### src/rtl/invaders_pkg.sv
// Shared playfield constants, bullet FSM encoding and column clamp helper
// for the invaders engine and its player-bullet generator.
package invaders_pkg;

  localparam int COLS       = 20;
  localparam int ROWS       = 16;
  localparam int PARK_Y     = 15;
  localparam int LAUNCH_ROW = 14;
  localparam int COL_W      = 5;
  localparam int ROW_W      = 4;

  typedef enum logic [1:0] {
    OFF      = 2'd0,
    READY    = 2'd1,
    FLYING   = 2'd2,
    COOLDOWN = 2'd3
  } bullet_state_t;

  // Cannon columns beyond the playfield launch from the rightmost column.
  function automatic logic [COL_W-1:0] clamp_col(input logic [COL_W-1:0] col);
    if (col > COL_W'(COLS - 1)) return COL_W'(COLS - 1);
    return col;
  endfunction

endpackage

### src/rtl/bullet_tick_timer.sv
// Free-running movement tick: one-cycle pulse every PERIOD cycles, or every
// PERIOD/2 cycles when half is set. The period is sampled on every reload.
module bullet_tick_timer #(
  parameter int PERIOD = 1250000
) (
  input  logic clk,
  input  logic reset,
  input  logic reload,
  input  logic half,
  output logic tick
);

  localparam int TW = (PERIOD > 1) ? $clog2(PERIOD) : 1;
  localparam logic [TW-1:0] FULL_LOAD = TW'(PERIOD - 1);
  localparam logic [TW-1:0] HALF_LOAD = TW'(PERIOD / 2 - 1);

  logic [TW-1:0] count_q;
  logic [TW-1:0] load;

  assign load = half ? HALF_LOAD : FULL_LOAD;
  assign tick = (count_q == '0);

  always_ff @(posedge clk or posedge reset) begin
    if (reset) begin
      count_q <= '0;
    end else if (reload || tick) begin
      count_q <= load;
    end else begin
      count_q <= count_q - TW'(1);
    end
  end

endmodule

### src/rtl/bullet_engine.sv
// Player-bullet generator: one bullet in flight, stepped up one row per tick.
// Build option BULLET_AUTOFIRE_EN: a held fire button launches whenever READY.
module bullet_engine
  import invaders_pkg::*;
#(
  parameter int BULLET_PERIOD  = 1250000,
  parameter int COOLDOWN_TICKS = 4
) (
  input  logic             clk_25MHz,
  input  logic             reset,
  input  logic             start,
  input  logic             fire,
  input  logic [COL_W-1:0] player_x,
  input  logic             hit,
  input  logic             level,
  output logic [COL_W-1:0] bullet_x,
  output logic [ROW_W-1:0] bullet_y,
  output logic             bullet_active,
  output logic             shot_fired,
  output bullet_state_t    state
);

  localparam int CD_W = (COOLDOWN_TICKS > 1) ? $clog2(COOLDOWN_TICKS) : 1;
  localparam logic [CD_W-1:0] CD_LAST = CD_W'(COOLDOWN_TICKS - 1);

  bullet_state_t    state_q, state_d;
  logic [COL_W-1:0] x_q, x_d;
  logic [ROW_W-1:0] y_q, y_d;
  logic             act_q, act_d;
  logic             shot_q, shot_d;
  logic [CD_W-1:0]  cd_q, cd_d;
  logic             sync1, sync2, trig_q;
  logic             tick, reload;

  bullet_tick_timer #(.PERIOD(BULLET_PERIOD)) u_timer (
    .clk    (clk_25MHz),
    .reset  (reset),
    .reload (reload),
    .half   (level),
    .tick   (tick)
  );

  // fire is asynchronous: two-flop synchroniser, then a registered trigger.
`ifdef BULLET_AUTOFIRE_EN
  always_ff @(posedge clk_25MHz or posedge reset) begin
    if (reset) begin
      sync1  <= 1'b0;
      sync2  <= 1'b0;
      trig_q <= 1'b0;
    end else begin
      sync1  <= fire;
      sync2  <= sync1;
      trig_q <= sync2;
    end
  end
`else
  logic sync_prev;

  always_ff @(posedge clk_25MHz or posedge reset) begin
    if (reset) begin
      sync1     <= 1'b0;
      sync2     <= 1'b0;
      sync_prev <= 1'b0;
      trig_q    <= 1'b0;
    end else begin
      sync1     <= fire;
      sync2     <= sync1;
      sync_prev <= sync2;
      trig_q    <= sync2 & ~sync_prev;
    end
  end
`endif

  always_ff @(posedge clk_25MHz or posedge reset) begin
    if (reset) begin
      state_q <= OFF;
      x_q     <= '0;
      y_q     <= ROW_W'(PARK_Y);
      act_q   <= 1'b0;
      shot_q  <= 1'b0;
      cd_q    <= '0;
    end else begin
      state_q <= state_d;
      x_q     <= x_d;
      y_q     <= y_d;
      act_q   <= act_d;
      shot_q  <= shot_d;
      cd_q    <= cd_d;
    end
  end

  always_comb begin
    state_d = state_q;
    x_d     = x_q;
    y_d     = y_q;
    act_d   = act_q;
    shot_d  = 1'b0;
    cd_d    = cd_q;
    reload  = 1'b0;
    unique case (state_q)
      OFF: begin
        if (start) state_d = READY;
      end
      READY: begin
        if (trig_q) begin
          state_d = FLYING;
          x_d     = clamp_col(player_x);
          y_d     = ROW_W'(LAUNCH_ROW);
          act_d   = 1'b1;
          shot_d  = 1'b1;
          reload  = 1'b1;
        end
      end
      FLYING: begin
        // A hit retires the bullet even when a step is due in the same cycle.
        if (hit || (tick && y_q == '0)) begin
          state_d = COOLDOWN;
          x_d     = '0;
          y_d     = ROW_W'(PARK_Y);
          act_d   = 1'b0;
          cd_d    = '0;
        end else if (tick) begin
          y_d = y_q - ROW_W'(1);
        end
      end
      COOLDOWN: begin
        if (tick) begin
          if (cd_q == CD_LAST) begin
            state_d = READY;
            cd_d    = '0;
          end else begin
            cd_d = cd_q + CD_W'(1);
          end
        end
      end
      default: state_d = OFF;
    endcase
  end

  assign bullet_x      = x_q;
  assign bullet_y      = y_q;
  assign bullet_active = act_q;
  assign shot_fired    = shot_q;
  assign state         = state_q;

endmodule

### config.mk
export PLATFORM = sky130hd
export DESIGN_NAME = bullet_engine
export DESIGN_NICKNAME = d
export VERILOG_FILES = /design/src/rtl/invaders_pkg.sv /design/src/rtl/bullet_tick_timer.sv /design/src/rtl/bullet_engine.sv
export SDC_FILE = /design/constraint.sdc
export NUM_CORES = 1
export LEC_CHECK = 0
export ABC_AREA = 1
export CORE_ASPECT_RATIO = 1.75
export CORE_UTILIZATION = 40
export CTS_CLUSTER_DIAMETER = 80
export DETAILED_ROUTE_END_ITERATION = 16
export GPL_TIMING_DRIVEN = 0
export SLEW_MARGIN = 20
export SYNTH_ARGS = -nofsm -noshare
export SYNTH_HDL_FRONTEND = slang
export SYNTH_SLANG_ARGS = --single-unit
### constraint.sdc
create_clock -name clk_25MHz -period 2.1 [get_ports clk_25MHz]
set_input_delay 0.42 -clock clk_25MHz [delete_from_list [all_inputs] [get_ports clk_25MHz]]
set_output_delay 0.42 -clock clk_25MHz [all_outputs]
set_load 0.02 [all_outputs]
==> flow_metrics.tcl <==
set metrics [dict create \
    synth_top_cells_by_area "dfrtp_1 (42%), nand2_1 (12%), inv_1 (5.0%)" \
    die_w_um 57.6 \
    cts_sinks 40 \
    path_max_fanout 4 \
    h-tree-depth 2 \
    grt_pass1_wl_um 7310 \
    worstHoldEndpoint "sync2" \
    synth.avg_cell_area_um2 8.63 \
    power.internal_w 0.00205 \
    num-fill-cells 519 \
    cellLeakagePower_nw 1.29 \
    initial_core_util 0.412 \
    ant_nets 0 \
    r2r_cells 9 \
    first_pass_iters 4 \
    synth_fp_nets 270 \
    worstPathArrival_ps 1490 \
    finalSetupViolCount 0 \
    synth_top_area_frac 0.416 \
    synthesis.area_um2 2170 \
    io_pins 24 \
    cts_buffers 5 \
    drc 0 \
    path_class "flip-flop to primary output" \
    ys_types 30 \
    r2r_start "u_timer.count_q[0]" \
    post_cts_resized 0 \
    postCtsHoldBufs 0 \
    port_buffers 23 \
    wl_per_cell_um 12.6 \
    cts_root_buffer "clkbuf_8" \
    status "complete, no violations" \
    ir_drop_v 0.000696 \
    area_delta_synth_final_pct 18.7 \
    clk_path_buf_depth 2 \
    grt_setup_unrepaired "false" \
    period_share 0.909 \
    worstSetupEndpointType "primary output" \
    clock_latency_ps 290 \
    comb_power_share 0.485 \
    cpMaxStageDelayCell "clkdlybuf4s50_1" \
    multi_input_area_um2 1020 \
    finalMaxSlewViolations 0 \
    setup_ws_ps 191 \
    final_cell_area_um2 2570 \
    core_um2 5260 \
    max_freq_ghz 0.524 \
    grt_max_degree 29 \
    fin_crit_ps 1910 \
    yosys.area.top_type "dfrtp_1" \
    finalHoldViolCount 0 \
    placed_area_um2 2480 \
    drt-initial-drc-count 20 \
    hpwlAfterDp_um 3300 \
    p_sw_w 0.00154 \
    gp_congestion 0.767 \
    worstSetupStartpointType "flip-flop" \
    drv_cap 0 \
    cts_setup_buffers 0 \
    regToRegSetupSlack_ps 300 \
    skew_ps 11.7 \
    die_area_um2 5720 \
    die_y_um 99.3 \
    grt.overflow.total 0 \
    powerDensity_nw_per_um2 1400 \
    setup_tns_ps 0 \
    p_sw_frac 0.430 \
    final_nets 301 \
    worstHoldPathType "flip-flop to flip-flop" \
    clkTransAtPathRegs_ps 90 \
    hold_depth 0 \
    diodes 0 \
    grt_pass1_vias 1647 \
    yosysSeqAreaShare 0.464 \
    ff_latch_area_um2 1010 \
    seqPwrFrac 0.373 \
    cp.depth 1 \
    crit_chain "clkdlybuf4s50_1" \
    place_worst_setup_slack_ps 296 \
    drive_gt1_frac 0.159 \
    slowest_delay_ps 620 \
    p_clk_frac 0.142 \
    grt_usage 0.169 \
    critPathBufInv 1 \
    vias 1631 \
    r2r-end "u_timer.count_q[11]" \
    ys_warn_count 0 \
    max-slew-margin-rel 0.719 \
    path_delay_family "buffers and inverters" \
    synth-seq-cells 40 \
    cts_tree "yes" \
    finalWirelength_um 4260 \
    tightest_slew_ps 419 \
    antenna_found_initial 0 \
    postSynthCellCount 251 \
    vias_per_cell 4.83 \
    holdCritStartpoint "sync1" \
    core.rowCount 35 \
    required_ps 1680 \
]
## metal layers
layer | GRT usage | share of wire | wire [um] | vias up
li1 | - | - | - | 831
met1 | 0.173 | 0.41 | 1730 | 762
met2 | 0.315 | 0.53 | 2280 | 28
met3 | 0.0286 | 0.026 | 112 | 10
met4 | 0.0901 | 0.033 | 142 | 0
met5 | 0 | 0 | 0 | -
## metrics by stage
stage | power (W) | std cells | utilization | hold slack [ps]
after floorplan | 0.00260 | 251 | - | 331
after global placement | 0.00308 | 329 | 0.469 | 336
after detailed placement | 0.00312 | 330 | 0.473 | 339
after CTS | 0.00364 | 338 | 0.489 | 357
after global routing | 0.00391 | 338 | 0.489 | 360
final | 0.00359 | 338 | 0.489 | 353
## layout by cell type (no fill, tap or decap), types with 6 or more instances in the layout
cell type / instances
ha_1: 8
nand3_1: 12
dfrtp_1: 36
xnor2_1: 6
nor2_1: 20
xor2_1: 12
inv_1: 28
clkdlybuf4s50_1: 23
nand2_1: 72
nor2_2: 9
## worst max path at each step
stage	startpoint	end	slack, ps
detailed placement	u_timer.count_q[0]	u_timer.count_q[11]	300
global placement	reset	shot_fired	-160
global route	bullet_y[3]	bullet_y[3]	150
floorplan	u_timer.count_q[0]	state[0]	520
finish	bullet_y[3]	bullet_y[3]	190
CTS	bullet_y[3]	bullet_y[3]	180
## worst reg2reg max path, stage by stage, from the launching register on
cell	delay, ps
dfrtp_1	400
inv_1	90
ha_1	230
nand3_4	130
nor2_8	200
nand3_4	110
nand2_2	110
buf_6	160
nand2_1	170
o21ai_0	120
## registers in the layout, indices dropped and copies added, names as in the netlist
signal           flops
cd_q                 2
state                2
trig_q               1
sync2                1
sync_prev            1
bullet_x             5
u_timer.count_q     21
bullet_active        1
sync1                1
bullet_y             4
shot_fired           1
## synthesized netlist by cell type (all sizes together)
cell type  number
a21oi           3
buf             2
dfrtp          36
dfstp           4
ha              8
inv            32
nand2          77
nand3          16
nand4           4
nor2           32
nor3            1
o211ai          1
o21ai          11
or2             6
xnor2           6
xor2           12
## cell families (layout without fill, tap and decap cells)
family	after synthesis	count (layout)	synth area share
xor gates and xnor gates	18	18	0.0728
DFF	40	40	0.464
buffers and inverters	34	66	0.0641
AOI/OAI and AO/OA	15	15	0.0410
adders and majority gates	8	8	0.0462
and+or+nand+nor	136	136	0.311
## power groups by stage
stage / combinational (W) / sequential, W / clock, W
after detailed placement: 0.00177 / 0.00136 / 0
after floorplan: 0.00116 / 0.00144 / 0
final: 0.00174 / 0.00134 / 0.000509
after global routing: 0.00198 / 0.00138 / 0.000554
after global placement: 0.00173 / 0.00135 / 0
after CTS: 0.00177 / 0.00135 / 0.000527
## area by class of cell
type | count | area share
Buffer | 2 | 0.00730
Timing Repair Buffer | 24 | 0.0974
Clock buffer | 6 | 0.0282
Sequential cell | 40 | 0.391
Tap cell | 55 | 0.0268
Multi-Input combinational cell | 177 | 0.397
Inverter | 32 | 0.0467
Clock inverter | 2 | 0.00487
Note: power is estimated with default switching activity, not from simulation.
